==> src/rtl/vga_timing_pkg.sv <==
// Shared VGA timing definitions: line/frame phase encoding and default
// 640x480 timing constants for the horizontal and vertical counters.
package vga_timing_pkg;

   localparam int COUNT_W = 10;

   // Phase encoding is shared with the vertical counter; keep values fixed.
   typedef enum logic [1:0] {
      FRONT_PORCH = 2'd0,
      PULSE       = 2'd1,
      BACK_PORCH  = 2'd2,
      DISPLAY     = 2'd3
   } phase_t;

   localparam int H_CLKS        = 800;
   localparam int H_DISPLAY     = 640;
   localparam int H_PULSE       = 96;
   localparam int H_FRONT_PORCH = 16;
   localparam int H_BACK_PORCH  = 48;

   localparam int V_CLKS        = 525;
   localparam int V_DISPLAY     = 480;
   localparam int V_PULSE       = 2;
   localparam int V_FRONT_PORCH = 10;
   localparam int V_BACK_PORCH  = 33;

   function automatic bit timing_ok(input int clks, input int display,
                                    input int pulse, input int front_porch,
                                    input int back_porch);
      return clks == (display + pulse + front_porch + back_porch);
   endfunction

endpackage

==> src/rtl/horizontal_counter_if.sv <==
// Pixel-tick input and line-timing outputs of the horizontal counter.
interface horizontal_counter_if;
   import vga_timing_pkg::*;

   logic               i_pix_en;
   logic               o_Hsync;
   logic               o_h_display;
   logic [COUNT_W-1:0] o_h_pixel;
   logic               o_line_end;

   modport master (
      input  i_pix_en,
      output o_Hsync,
      output o_h_display,
      output o_h_pixel,
      output o_line_end
   );

   modport slave (
      output i_pix_en,
      input  o_Hsync,
      input  o_h_display,
      input  o_h_pixel,
      input  o_line_end
   );

endinterface

==> src/rtl/horizontal_counter.sv <==
// Horizontal VGA timing generator: walks front porch, sync, back porch and
// display per line, advancing one position per enabled pixel tick.
//
// state       | meaning
// FRONT_PORCH | count in [0, FP), hsync idle high
// PULSE       | count in [FP, SP), hsync driven low
// BACK_PORCH  | count in [SP, BP), hsync idle high
// DISPLAY     | count in [BP, HSYNC_CLKS), pixel column valid
module horizontal_counter
   import vga_timing_pkg::*;
#(
   parameter int HSYNC_CLKS        = H_CLKS,
   parameter int HSYNC_DISPLAY     = H_DISPLAY,
   parameter int HSYNC_PULSE       = H_PULSE,
   parameter int HSYNC_FRONT_PORCH = H_FRONT_PORCH,
   parameter int HSYNC_BACK_PORCH  = H_BACK_PORCH
)(
   input logic                  clk,
   input logic                  reset,
   horizontal_counter_if.master hc
);

   localparam int FP = HSYNC_FRONT_PORCH;
   localparam int SP = FP + HSYNC_PULSE;
   localparam int BP = SP + HSYNC_BACK_PORCH;

   localparam logic [COUNT_W-1:0] FP_LAST   = COUNT_W'(FP - 1);
   localparam logic [COUNT_W-1:0] SP_LAST   = COUNT_W'(SP - 1);
   localparam logic [COUNT_W-1:0] BP_LAST   = COUNT_W'(BP - 1);
   localparam logic [COUNT_W-1:0] LINE_LAST = COUNT_W'(HSYNC_CLKS - 1);
   localparam logic [COUNT_W-1:0] BP_START  = COUNT_W'(BP);

   generate
      if (!timing_ok(HSYNC_CLKS, HSYNC_DISPLAY, HSYNC_PULSE,
                     HSYNC_FRONT_PORCH, HSYNC_BACK_PORCH)) begin : g_cfg_err
         $error("horizontal_counter: HSYNC_CLKS does not equal the sum of the phase lengths");
      end
   endgenerate

   phase_t             state, state_nxt;
   logic [COUNT_W-1:0] count, count_nxt;
   logic               wrap;
   logic               hsync_q, hsync_nxt;
   logic               display_q, display_nxt;
   logic [COUNT_W-1:0] pixel_q, pixel_nxt;
   logic               line_end_q, line_end_nxt;

   always_ff @(posedge clk) begin
      if (reset) begin
         state      <= FRONT_PORCH;
         count      <= '0;
         hsync_q    <= 1'b1;
         display_q  <= 1'b0;
         pixel_q    <= '0;
         line_end_q <= 1'b0;
      end else begin
         state      <= state_nxt;
         count      <= count_nxt;
         hsync_q    <= hsync_nxt;
         display_q  <= display_nxt;
         pixel_q    <= pixel_nxt;
         line_end_q <= line_end_nxt;
      end
   end

   // Outputs are derived from the next state/count so they land in the same
   // cycle as the count they describe, with no extra pipeline stage.
   always_comb begin
      state_nxt    = state;
      count_nxt    = count;
      wrap         = 1'b0;
      line_end_nxt = 1'b0;
      if (hc.i_pix_en) begin
         wrap         = (count == LINE_LAST);
         count_nxt    = wrap ? '0 : count + 1'b1;
         line_end_nxt = wrap;
         case (state)
            FRONT_PORCH: if (count == FP_LAST) state_nxt = PULSE;
            PULSE:       if (count == SP_LAST) state_nxt = BACK_PORCH;
            BACK_PORCH:  if (count == BP_LAST) state_nxt = DISPLAY;
            DISPLAY:     if (wrap)             state_nxt = FRONT_PORCH;
            default:                           state_nxt = FRONT_PORCH;
         endcase
      end
      hsync_nxt   = (state_nxt != PULSE);
      display_nxt = (state_nxt == DISPLAY);
      pixel_nxt   = display_nxt ? (count_nxt - BP_START) : '0;
   end

   assign hc.o_Hsync     = hsync_q;
   assign hc.o_h_display = display_q;
   assign hc.o_h_pixel   = pixel_q;
   assign hc.o_line_end  = line_end_q;

endmodule

==> src/flat_wrapper.sv <==
// flat-port wrapper written by rule: the top's interface ports become plain ports
module horizontal_counter_flat import vga_timing_pkg::*;
#(
   parameter int HSYNC_CLKS        = H_CLKS,
   parameter int HSYNC_DISPLAY     = H_DISPLAY,
   parameter int HSYNC_PULSE       = H_PULSE,
   parameter int HSYNC_FRONT_PORCH = H_FRONT_PORCH,
   parameter int HSYNC_BACK_PORCH  = H_BACK_PORCH
)
  (clk, reset, hc_i_pix_en, hc_o_Hsync, hc_o_h_display, hc_o_h_pixel, hc_o_line_end);
  horizontal_counter_if hc_i ();
  input logic clk;
  input logic reset;
  input wire logic [$bits(hc_i.i_pix_en)-1:0] hc_i_pix_en;
  output wire logic [$bits(hc_i.o_Hsync)-1:0] hc_o_Hsync;
  output wire logic [$bits(hc_i.o_h_display)-1:0] hc_o_h_display;
  output wire logic [$bits(hc_i.o_h_pixel)-1:0] hc_o_h_pixel;
  output wire logic [$bits(hc_i.o_line_end)-1:0] hc_o_line_end;
  assign hc_i.i_pix_en = hc_i_pix_en;
  assign hc_o_Hsync = hc_i.o_Hsync;
  assign hc_o_h_display = hc_i.o_h_display;
  assign hc_o_h_pixel = hc_i.o_h_pixel;
  assign hc_o_line_end = hc_i.o_line_end;
  horizontal_counter #(.HSYNC_CLKS(HSYNC_CLKS), .HSYNC_DISPLAY(HSYNC_DISPLAY), .HSYNC_PULSE(HSYNC_PULSE), .HSYNC_FRONT_PORCH(HSYNC_FRONT_PORCH), .HSYNC_BACK_PORCH(HSYNC_BACK_PORCH)) u_core (.clk(clk), .reset(reset), .hc(hc_i));
endmodule
==> config.mk <==
export PLATFORM = sky130hd
export DESIGN_NAME = horizontal_counter_flat
export DESIGN_NICKNAME = d
export VERILOG_FILES = /design/src/rtl/vga_timing_pkg.sv /design/src/rtl/horizontal_counter_if.sv /design/src/rtl/horizontal_counter.sv /design/src/flat_wrapper.sv
export SDC_FILE = /design/constraint.sdc
export NUM_CORES = 1
export LEC_CHECK = 0
export CAP_MARGIN = 20
export CORE_MARGIN = 2
export CORE_UTILIZATION = 51
export CTS_CLUSTER_DIAMETER = 80
export DETAILED_ROUTE_END_ITERATION = 8
export GPL_TIMING_DRIVEN = 0
export PLACE_DENSITY = 0.75
export SLEW_MARGIN = 0
export SYNTH_ARGS = -nofsm -noshare
export SYNTH_HDL_FRONTEND = slang
export SYNTH_SLANG_ARGS = --single-unit
==> constraint.sdc <==
create_clock -name clk -period 3.3 [get_ports clk]
set_input_delay 0.66 -clock clk [delete_from_list [all_inputs] [get_ports clk]]
set_output_delay 0.66 -clock clk [all_outputs]
set_load 0.01 [all_outputs]
======== After elaboration in Yosys (flattened, before gate mapping) ========
Index checks and enable logic that the tools add are counted.
cells by class
  bitwise operators ....................... 2
  reductions and logical operators ........ 3
  multiplexer cells ....................... 8
  $add $sub $neg .......................... 2
  order comparisons ....................... 0
  $mul .................................... 0
  eq/ne operators ......................... 9
  div/mod/pow operators ................... 0
  shifts and indexed selects .............. 0
operators by type and width
  cell                                                number
  2-to-1 mux 10 bit                                   2
  adder 10 x 1 -> 10 bit, second input constant       1
  == test 10 bit, second input constant               1
  == test 10 x 4 -> 1 bit, second input constant      1
  == test 10 x 7 -> 1 bit, second input constant      1
  == test 10 x 8 -> 1 bit, second input constant      1
  2-to-1 mux 2 bit                                    5
  subtractor 10 x 8 -> 10 bit, second input constant  1
  one-hot mux 2 bit (4 select lines)                  1
  == test 2 bit, second input constant                3
  OR reduction 2 bit                                  2
  == test 2 x 1 -> 1 bit, second input constant       1
  logical NOT 2 bit                                   1
  != test 2 x 1 -> 1 bit, second input constant       1
  inverter 1 bit                                      2
storage, ports and cells
  latch bits .............................. 0
  word-level logic and storage cells ...... 30
  ROM bits ................................ 0
  register bits after elaboration ......... 25
  output and inout bits ................... 13
  memory bits (writable) .................. 0
  input bits .............................. 3
  memories ................................ 0

======== Depth between registers and ports, before layout ========
Gate-level depths: netlist of the first run.
  word-level depth ........................ 7
  gate-level depth with buffers ........... 8
  depth with buffers taken out ............ 8

======== Worst setup path after synthesis of the first run ========
Ideal clock, no wire load.
  path kind ............................... input to register
  start ................................... input hc_i_pix_en
  end ..................................... register u_core.pixel_q[9] (netlist: u_core.hc.o_h_pixel[9])
  setup slack ............................. 1270 ps
  library setup time ...................... 66 ps
  stages .................................. 7
  buffers on the path ..................... 0
  required time ........................... 3234 ps
  arrival ................................. 1964 ps
  cell sequence ........................... nand4_1 -> or3_1 -> o21a_1 -> ha_1 -> o21bai_1 -> a21o_1 -> a21oi_2
on the way
  cells in the longest elaborated chain, start to end .. 4
  elaborated cells on any way between the ends .. 6
  classes of those cells .................. add/sub: 1; eq/ne: 1; mux: 2; bitwise: 1; reduce/logical: 1
ends and longest elaborated chain
  item                                                                                 RTL line                  RTL
  from (decl)                                                                          flat_wrapper.sv:14        input wire logic [$bits(hc_i.i_pix_en)-1:0] hc_i_pix_en;
  parallel branches: the longest is 4 deep, another holds subtractor 10 x 8 -> 10 bit  --
  to (signal assigned)                                                                 horizontal_counter.sv:61  pixel_q <= pixel_nxt;
  to (decl)                                                                            horizontal_counter.sv:45  logic [COUNT_W-1:0] pixel_q, pixel_nxt;
Several ways; the timed one is not identified.
A chain may end at the register's enable or synchronous reset.

======== Worst setup path in the final report of the first run ========
Ends and elaborated chain as after synthesis.

==> metrics.md, run 1 <==
| Metric | Value |
|---|---|
| Status | finished clean |
| Fill count | 169 |
| Post-CTS sizing | 0 |
| I/O pins | 16 |
| Root Buffer | clkbuf_4 |
| Post-synth EDFFs | 0 |
| Worst setup margin | approximately 0.88 ns |
| Sink Count | 25 |
| Reg2Reg Setup Slack | approximately 1.1 ns |
| Synthesized instance count | about 120 |
| Setup CP Type | in2reg |
| Initial core utilization | 0.554 |
| Initial DRC count | 30 |
| DR pass1 iterations | 4 |
| Final wirelength | around 2200 um |
| P&R area growth vs syn | 19.1% |
| Setup crit end kind | register |
| Detailed Place HPWL | 1620 um |
| Rel. slew slack | 0.684 |
| CP Launch Point | hc_i_pix_en |
| DP Cell Count | around 160 |
| Core Footprint | around 2000 um2 |
| Startpoint Class | input pin |
| Worst-path clk slew | approximately 0.14 ns |
| DRT antenna net count | 0 |
| Residual DRC | 0 |
| Max-cap viol count | 0 |
| Gr ovfl total | 0 |
| Diodes inserted | 0 |
| Worst EP required | 3.57 ns |
| Cts hold-fix bufs | 0 |
| Post-synth top flop | dfxtp_1 |
| Max-slew violations | 0 |
| Setup slack at placement | around 0.54 ns |
| Post-CTS setup repair buffer count | 0 |
| Mapped Nets | approximately 130 |
| Final worst-path cycle share | 0.734 |
| Synth warnings | 0 |
| R2r startpoint | u_core.count[0]$_SDFF_PP0_ |
| Endpoints failing setup | 0 |
| GPL Wtd Cong | between 0.8 and 0.9 |
| Fin crit period | about 2.4 ns |
| Via count | between 900 and 1k |
| Seq/Total Area, Yosys | 0.447 |
| Setup Skew | between 0.004 and 0.005 ns |
| CTS tree | done |
| P_leak | between 0.0005 and 0.0006 uW |
| Worst hold path class | reg2reg |
| Final nets | 147 |
| Worst-Margin Slew | between 0.4 and 0.5 ns |
| TNS Setup | 0 ns |
| Pwr Density | 348 nW/um2 |
| Average cell area after synthesis | 9.18 um2 |
| Placement Rows | 16 |
| Number of port buffers | 15 |
| Crit path DAT | ~2.7 ns |
| Max frequency | a little over 400 MHz |
| Worst hold start | u_core.count[3]$_SDFF_PP0_ |
| Synth cell types | between 40 and 50 |
| Synthesized flop and latch total | 25 |
| Worst skew pair latency | approximately 0.33 ns |
| Dpl cell area | about 1300 um2 |
| Final Hold Fails | 0 |
| Final hold slack | 0.648 ns |
| Layout Cells excl Fill | ~170 |
| Vias in the first global route | 881 |
| Via density | 5.77 |
| WL/cell | approximately 13 um |
| Gr usage total | 0.194 |
| Unrepaired setup endpoints after global routing | false |
| Max VDD drop | approximately 0.29 mV |
| Worst-path maximum fanout | 6 |
| H-tree depth | 1 |
| Initial antenna violation count | 0 |
| Die width | slightly above 50 um |
| Largest net degree at the start of global routing | 16 |
| Syn Std Cell Area | approximately 1100 um2 |
| Clock buffer depth | 2 |
| TritonCTS buffer count | 3 |
| DIE AREA | between 2000 and 3000 um2 |
| DIE HEIGHT | 50.9 um |
| Final Instance Area | 1330 um2 |
| First-pass GRT wire length | about 3700 um |
| Share of cells above drive strength 1 | 0.106 |
| Async set-reset flop share out of synthesis | 0 |
-- final timing paths --
path / to / depth (start not counted)
worst min-delay path: u_core.hc.o_h_pixel[3]$_SDFF_PP0_ / 3
worst max-delay path: u_core.hc.o_h_pixel[9]$_SDFF_PP0_ / 8
worst max register to register: u_core.hc.o_h_pixel[9]$_SDFF_PP0_ / 8
worst min register to register: u_core.hc.o_h_pixel[3]$_SDFF_PP0_ / 3
-- registers in the layout, summed over array words and instances (netlist names) --
name                   flops
u_core.count              10
u_core.hc.o_h_pixel       10
u_core.state               2
u_core.hc.o_Hsync          1
u_core.hc.o_h_display      1
u_core.hc.o_line_end       1
-- worst max-delay path: stages --
cell and delay (ns):
clkdlybuf4s50_1 0.58, nand4_1 0.14, or3_1 0.39, o21a_1 0.21, ha_1 0.23, o21bai_1 0.18
a21o_1 0.21, a21oi_2 0.10
-- cell type report --
cell class,count,area (um2),share of cell area
Inverter,4,15.0,0.0113
Clock inverter,1,7.51,0.00563
Buffer,3,18.8,0.0141
Clock buffer,3,22.5,0.0169
Tap cell,27,33.8,0.0253
Timing Repair Buffer,15,150,0.113
Multi-Input combinational cell,90,586,0.439
Sequential cell,25,500,0.375
-- kinds of logic after synthesis --
kind of cell / count (synthesis) / share of synthesized area
XOR/XNOR: 3 / 0.0235
AND/OR/NAND/NOR: 60 / 0.306
multiplexers: 1 / 0.00894
flip-flops: 25 / 0.447
adder cells (fa/ha/maj): 2 / 0.0223
buffers and inverters: 7 / 0.0302
AO/OA/AOI/OAI: 24 / 0.162
-- cells in the mapped netlist (2+ instances only) --
cell	number	area, um2
ha_1	2	25.0
clkbuf_1	2	7.51
a21oi_1	4	20.0
inv_1	4	15.0
nor2b_1	2	12.5
or3_1	2	12.5
and4_1	2	17.5
o21a_1	2	15.0
a22o_1	2	17.5
nand4_1	3	18.8
o21ai_0	2	10.0
dfxtp_1	25	500
nor2_1	21	78.8
xnor2_1	2	17.5
or4_1	2	15.0
and2_1	2	12.5
nor4_1	2	12.5
nand2_1	11	41.3
a31oi_1	2	12.5
nand3_1	3	15.0
o31ai_1	2	15.0
-- placed cells by master, fill, tap and decap left out, types with 3 or more instances in the layout --
cell type / count
inv_1: 4
nand4_1: 3
dfxtp_1: 25
a21oi_1: 4
nand3_1: 3
clkbuf_4: 3
nor2_1: 21
clkdlybuf4s50_1: 15
nand2_1: 11
-- metal layers --
metal  share of wire  wire length (um)  up-vias  GRT usage
li1                -                 -      485          -
met1            0.45              1020      451      0.239
met2            0.48              1070       28      0.331
met3           0.049               110        5     0.0263
met4           0.020                46        0     0.0991
met5               0                 0        -          0
-- report_power, final --
group	internal [uW]	switching [uW]	total [uW]
clock	46.4	94.0	140
sequential	304	3.52	307
combinational	6.57	9.68	16.3
-- stage by stage --
stage / utilization / power (uW)
2_1_floorplan: - / 323
3_3_place_gp: 0.645 / 330
3_5_place_dp: 0.645 / 330
4_1_cts: 0.660 / 468
5_1_grt: 0.660 / 481
6_report: 0.660 / 464
Power figures use the tool's default switching activity.
==> run 2: changes to the inputs <==
--- a/config.mk
+++ b/config.mk
@@ -7,11 +7,11 @@
 export LEC_CHECK = 0
 export CAP_MARGIN = 20
 export CORE_MARGIN = 2
-export CORE_UTILIZATION = 51
+export CORE_UTILIZATION = 47
 export CTS_CLUSTER_DIAMETER = 80
 export DETAILED_ROUTE_END_ITERATION = 8
 export GPL_TIMING_DRIVEN = 0
-export PLACE_DENSITY = 0.75
+export PLACE_DENSITY = 0.73
 export SLEW_MARGIN = 0
 export SYNTH_ARGS = -nofsm -noshare
 export SYNTH_HDL_FRONTEND = slang
==> constraint.sdc (replaced) <==
create_clock -name clk -period 2.1 [get_ports clk]
set_input_delay 0.42 -clock clk [delete_from_list [all_inputs] [get_ports clk]]
set_output_delay 0.42 -clock clk [all_outputs]
set_load 0.01 [all_outputs]
==> run 2 against run 1 <==
Compared with the run above:
- combinational power is 55% higher
- critical path depth shrank 1
- critical path type is now reg2reg
- largest power group unchanged
- register-to-register slack worse by 0.96 ns
- utilization is 5.9 points lower
- final cell count up 0.60%
- highest routed layer unchanged
==> metrics.md, run 2 (synthesized netlist as in run 1, its figures left out) <==
| Metric | Value |
|---|---|
| Clock buffer depth | 2 (unchanged) |
| WL/cell | 13.6 um (was 13.4 um) |
| Sink Count | 25 (unchanged) |
| Placement Rows | 17 (was 16) |
| Gr usage total | 0.197 (was 0.194) |
| Largest net degree at the start of global routing | 14 (was 16) |
| Most common cell after layout, fill and taps aside | dfxtp_1 (unchanged) |
| Commonest non-fill, non-tap cells in the layout | dfxtp_1 (22), nor2_1 (21), clkdlybuf4s50_1 (14) (was dfxtp_1 (25), nor2_1 (21), clkdlybuf4s50_1 (15)) |
| Cts hold-fix bufs | 0 (unchanged) |
| DP Cell Count | 165 (was 164) |
| Pwr Density | 531 nW/um2 (was 348 nW/um2) |
| Layout Cells excl Fill | 169 (was 168) |
| Gr ovfl total | 0 (unchanged) |
| Final nets | 147 (unchanged) |
| Residual DRC | 0 (unchanged) |
| Endpoints failing setup | 0 (unchanged) |
| Vias in the first global route | 888 (was 881) |
| Via count | 970 (was 969) |
| Core Footprint | 2230 um2 (was 2020 um2) |
| Comb pwr share | 0.035 (about the same) |
| Status | finished clean (unchanged) |
| Max VDD drop | 0.468 mV (was 0.287 mV) |
| Met1 Use GR | 0.254 (was 0.239) |
| Worst EP required | 2.37 ns (was 3.57 ns) |
| Pint | 561 uW (was 357 uW) |
| Initial DRC count | 36 (was 30) |
| Worst hold path class | reg2reg (unchanged) |
| GR peak layer | met2 (unchanged) |
| TritonCTS buffer count | 3 (unchanged) |
| Setup CP Type | reg2reg (was in2reg) |
| Rel. slew slack | 0.666 (was 0.684) |
| Final hold slack | 0.610 ns (was 0.648 ns) |
| Clk network pwr share | 0.287 (was 0.303) |
| CTS tree | done (unchanged) |
| R2r startpoint | u_core.count[2]$_SDFF_PP0_ (was u_core.count[0]$_SDFF_PP0_) |
| Max-cap viol count | 0 (unchanged) |
| Crit path DAT | 2.25 ns (was 2.69 ns) |
| Worst hold start | u_core.count[1]$_SDFF_PP0_ (was u_core.count[3]$_SDFF_PP0_) |
| Worst-path clk slew | 0.13 ns (was 0.14 ns) |
| I/O pins | 16 (unchanged) |
| Sw power | 152 uW (was 107 uW) |
| DIE HEIGHT | 52.8 um (was 50.9 um) |
| Setup slack at placement | -0.393 ns (was 0.541 ns) |
| Final worst-path cycle share | 0.946 |
| GPL Wtd Cong | 0.865 (was 0.860) |
| Sequential share of power | 0.677 (was 0.662) |
| Worst setup margin | 0.114 ns (was 0.877 ns) |
| P_leak | 0.000502 uW (was 0.000500 uW) |
| Final Instance Area | 1340 um2 (was 1330 um2) |
| Final wirelength | 2300 um (was 2250 um) |
| Initial core utilization | 0.501 (was 0.554) |
| Largest stage delay, worst path | 0.50 ns (was 0.58 ns) |
| Setup Skew | 0.0105 ns (was 0.00474 ns) |
| Die width | 52.8 um (was 50.9 um) |
| Final Hold Fails | 0 (unchanged) |
| DR pass1 iterations | 4 (unchanged) |
| Met2 Resource Use GR | 0.313 (was 0.331) |
| Total power | 713 uW (was 464 uW) |
| Worst-Margin Slew | 0.500 ns (was 0.474 ns) |
| P&R area growth vs syn | 19.8% (was 19.1%) |
| Root Buffer | clkbuf_4 (unchanged) |
| Initial antenna violation count | 0 (unchanged) |
| Detailed Place HPWL | 1640 um (was 1620 um) |
| Worst skew pair latency | 0.32 ns (was 0.33 ns) |
| H-tree depth | 1 (unchanged) |
| Number of port buffers | 15 (unchanged) |
| Unrepaired setup endpoints after global routing | false (unchanged) |
| First-pass GRT wire length | 3960 um (was 3740 um) |
| Max frequency | between 500 and 600 MHz |
| Via density | 5.74 (was 5.77) |
| Share of cells above drive strength 1 | 0.135 (was 0.106) |
| Setup crit end kind | register (unchanged) |
| Slowest-stage cell, CP | dfxtp_1 (was clkdlybuf4s50_1) |
| Cells along the critical path | nand4_1 > or3_1 > o21a_1 > ha_1 > o21bai_1 > a21o_1 > a21oi_2 (was clkdlybuf4s50_1 > nand4_1 > or3_1 > o21a_1 > ha_1 > o21bai_1 > a21o_1 > a21oi_2) |
| Dpl cell area | 1310 um2 (was 1300 um2) |
| Diodes inserted | 0 (unchanged) |
| GRT met3 Usage | 0.0400 (was 0.0263) |
| DRT antenna net count | 0 (unchanged) |
| DIE AREA | 2790 um2 (was 2590 um2) |
| Max-slew violations | 0 (unchanged) |
| Sw Ratio | 0.213 (was 0.231) |
| Startpoint Class | register (was input pin) |
| Worst-path maximum fanout | 7 (was 6) |
| Fin crit period | 1.99 ns |
| CP Launch Point | u_core.count[2]$_SDFF_PP0_ (was hc_i_pix_en) |
| Post-CTS setup repair buffer count | 0 (unchanged) |
run 2: cell count changes in the layout (fill, tap and decap cells not counted), sizes merged:
cell,change
dlygate4sd2,+1
clkbuf,+1
clkdlybuf4s50,-1
clkinvlp,-1
run 2: final timing paths:
check,end,cells after the start,slack (ns)
setup / recovery,u_core.hc.o_h_pixel[9]$_SDFF_PP0_,7,0.11
hold / removal,u_core.hc.o_h_pixel[1]$_SDFF_PP0_,2,0.61
setup reg to reg,u_core.hc.o_h_pixel[9]$_SDFF_PP0_,7,0.11
hold reg to reg,u_core.hc.o_h_pixel[1]$_SDFF_PP0_,2,0.61
run 2: cell type report:
type	count	area, um2
Multi-Input combinational cell	90	591
Buffer	3	18.8
Inverter	4	15.0
Sequential cell	25	507
Fill cell	217	892
Clock buffer	4	26.3
Timing Repair Buffer	15	149
Tap cell	28	35.0
run 2: critical path, delay by kind of cell (launching register included):
family / cells / cell delay (ns)
compound gates: 4 / 0.68
flops: 1 / 0.50
simple gates: 2 / 0.54
fa+ha+maj: 1 / 0.23
run 2: through the flow:
stage                util  TNS [ns]
floorplan               -         0
global placement    0.584     -1.32
detailed placement  0.584     -1.29
CTS                 0.597         0
global route        0.601         0
finish              0.601         0
run 2: power groups by stage:
stage / logic (uW) / clock network, uW / registers (uW)
global placement: 25.0 / 0 / 493
finish: 25.2 / 205 / 483
floorplan: 15.7 / 0 / 491
global route: 27.9 / 232 / 484
CTS: 25.1 / 210 / 483
detailed placement: 25.5 / 0 / 493
run 2: routing by layer:
layer  vias to the layer above  wire length [um]
li1                        484                 -
met1                       434               983
met2                        40              1090
met3                        12               166
met4                         0                58
met5                         -                 0
run 2: what timing repair did:
item,CTS,global route
pin swaps,0,1
gates resized for setup,3,5
cloned,0,0
setup endpoints to repair,1,3
==> run 3: changes to the inputs <==
--- a/config.mk
+++ b/config.mk
@@ -12,6 +12,7 @@
 export DETAILED_ROUTE_END_ITERATION = 8
 export GPL_TIMING_DRIVEN = 0
 export PLACE_DENSITY = 0.73
+export REMOVE_ABC_BUFFERS = 1
 export SLEW_MARGIN = 0
 export SYNTH_ARGS = -nofsm -noshare
 export SYNTH_HDL_FRONTEND = slang
==> run 3 against run 2 <==
Compared with the run above:
- hold slack worse by 0.025 ns
- clock-buffer cell count shrank 1
- wire length grew 3.5%
- clock power rose by 7%
- sequential cell count unchanged
- total power grew 2.0%
- utilization rose by 0.67 points
- critical path depth up 1
- highest routed layer unchanged
- largest power group unchanged
- register-to-register slack hardly changed
- non-clock buffer count did not move
==> metrics.md, run 3 (synthesized netlist as in run 1, its figures left out) <==
| Metric | Value |
|---|---|
| Max frequency | 504 MHz (about the same) |
| Buffers and inverters on the worst path | 1 (was 0) |
| Diodes inserted | 0 (unchanged) |
| Max VDD drop | 0.446 mV (was 0.468 mV) |
| Max-cap viol count | 0 (unchanged) |
| Die width | 52.8 um (unchanged) |
| TritonCTS buffer count | 3 (unchanged) |
| Final worst-path cycle share | 0.944 (was 0.946) |
| Most common cell after layout, fill and taps aside | nor2_1 (was dfxtp_1) |
| Worst-path maximum fanout | 4 (was 7) |
| Fin crit period | 1.98 ns (was 1.99 ns) |
| Share of cells above drive strength 1 | 0.177 (was 0.135) |
| P_leak | 0.000510 uW (was 0.000502 uW) |
| Commonest non-fill, non-tap cells in the layout | nor2_1 (21), dfxtp_1 (20), clkdlybuf4s50_1 (14) (was dfxtp_1 (22), nor2_1 (21), clkdlybuf4s50_1 (14)) |
| DR pass1 iterations | 5 (was 4) |
| Initial core utilization | 0.501 (unchanged) |
| Core Footprint | 2230 um2 (unchanged) |
| Setup Skew | 0.000876 ns (was 0.0105 ns) |
| Final nets | 147 (unchanged) |
| Worst skew pair latency | 0.32 ns (about the same) |
| First-pass GRT wire length | 3800 um (was 3960 um) |
| Initial antenna violation count | 0 (unchanged) |
| DP Cell Count | 162 (was 165) |
| Setup CP Type | reg2reg (unchanged) |
| Status | finished clean (unchanged) |
| Endpoints failing setup | 0 (unchanged) |
| Startpoint Class | register (unchanged) |
| Root Buffer | clkbuf_4 (unchanged) |
| P&R area growth vs syn | 21.1% (was 19.8%) |
| Worst-path clk slew | 0.14 ns (was 0.13 ns) |
| Worst hold path class | reg2reg (unchanged) |
| Unrepaired setup endpoints after global routing | false (unchanged) |
| Cts hold-fix bufs | 0 (unchanged) |
| Reg2Reg Setup Slack | 0.12 ns (was 0.11 ns) |
| Gr ovfl total | 0 (unchanged) |
| Largest stage delay, worst path | 0.40 ns (was 0.50 ns) |
| Slowest-stage cell, CP | dfxtp_4 (was dfxtp_1) |
| Number of port buffers | 15 (unchanged) |
| DIE HEIGHT | 52.8 um (unchanged) |
| Rel. slew slack | 0.672 (was 0.666) |
| Crit path DAT | 2.25 ns (about the same) |
| Final wirelength | 2380 um (was 2300 um) |
| Cells along the critical path | buf_4 > nand4_1 > or3_1 > o21a_1 > ha_1 > o21bai_1 > a21o_1 > a21oi_2 (was nand4_1 > or3_1 > o21a_1 > ha_1 > o21bai_1 > a21o_1 > a21oi_2) |
| Gr usage total | 0.192 (was 0.197) |
| Residual DRC | 0 (unchanged) |
| Final Hold Fails | 0 (unchanged) |
| Final hold slack | 0.585 ns (was 0.610 ns) |
| Clock buffer depth | 2 (unchanged) |
| DRT antenna net count | 0 (unchanged) |
| DIE AREA | 2790 um2 (unchanged) |
| Max-slew violations | 0 (unchanged) |
| H-tree depth | 1 (unchanged) |
| I/O pins | 16 (unchanged) |
| Sink Count | 25 (unchanged) |
| Initial DRC count | 29 (was 36) |
| Via count | 999 (was 970) |
| Placement Rows | 17 (unchanged) |
| Worst-Margin Slew | 0.490 ns (was 0.500 ns) |
| Detailed Place HPWL | 1700 um (was 1640 um) |
| WL/cell | 14.1 um (was 13.6 um) |
| Layout Cells excl Fill | 169 (unchanged) |
| Largest net degree at the start of global routing | 16 (was 14) |
| Setup crit end kind | register (unchanged) |
| GPL Wtd Cong | 0.827 (was 0.865) |
| Worst EP required | 2.36 ns (was 2.37 ns) |
| Finished Core Util | 0.607 (was 0.601) |
| Crit path max-delay family | compound AO/OA/AOI/OAI gates (unchanged) |
| Vias in the first global route | 927 (was 888) |
| Pwr Density | 536 nW/um2 (was 531 nW/um2) |
| CTS tree | done (unchanged) |
| Via density | 5.91 (was 5.74) |
-- run 3: changes by cell type in the layout (fill, tap and decap cells not counted) --
| cell | delta |
|---|---|
| buf_4 | +3 |
| buf_6 | -1 |
| clkbuf_1 | -3 |
| clkdlybuf4s15_2 | +1 |
| clkinvlp_4 | +1 |
| dfxtp_1 | -2 |
| dfxtp_2 | +1 |
| dfxtp_4 | +1 |
| dlygate4sd2_1 | -1 |
-- run 3: worst paths after layout --
kind	end	start	depth (start not counted)
worst max register to register	u_core.hc.o_h_pixel[9]$_SDFF_PP0_	u_core.count[0]$_SDFF_PP0_	8
worst min register to register	u_core.count[1]$_SDFF_PP0_	u_core.count[1]$_SDFF_PP0_	2
worst max-delay path	u_core.hc.o_h_pixel[9]$_SDFF_PP0_	u_core.count[0]$_SDFF_PP0_	8
worst min-delay path	u_core.count[1]$_SDFF_PP0_	u_core.count[1]$_SDFF_PP0_	2
-- run 3: metrics by stage --
step / setup slack (ns) / setup TNS (ns) / total power, uW / cell area (um2)
after CTS: 0.0233 / 0 / 730 / 1320
after global routing: 0.00506 / 0 / 749 / 1360
after floorplan: 0.184 / 0 / 503 / 1100
final: 0.117 / 0 / 727 / 1360
after global placement: -0.652 / -5.06 / 516 / 1290
after detailed placement: -0.649 / -5.35 / 517 / 1290
-- run 3: worst register-to-register path: cells and delay by family, from the launching register on --
kind	cells	cell delay [ns]
buffers and inverters	1	0.12
AO/OA/AOI/OAI	4	0.69
AND/OR/NAND/NOR	2	0.49
flip-flops	1	0.40
adder cells (fa/ha/maj)	1	0.23
-- run 3: power breakdown --
part           internal, uW  switching [uW]
combinational          11.1            15.6
clock                  72.8             146
sequential              477            5.05
total                   561             166
-- run 3: cell type report --
| class | count | area (um2) |
|---|---|---|
| clock buffer | 3 | 22.5 |
| clock inverter | 1 | 7.51 |
| fill | 201 | 877 |
| inverter | 4 | 15.0 |
| multi-input combinational | 90 | 591 |
| sequential | 25 | 512 |
| tap | 28 | 35.0 |
| timing repair buffer | 18 | 174 |
-- run 3: repair_timing --
action,CTS,global route
buffers inserted,0,3
gates resized for setup,6,7
endpoints found under the setup margin,11,2
pin swaps,0,1
gates cloned,0,0
-- run 3: per-layer routing --
metal	wire, um	global-route usage	vias to the layer above
li1	-	-	481
met1	995	0.207	457
met2	1160	0.344	48
met3	158	0.0400	13
met4	61	0.107	0
met5	0	0	-
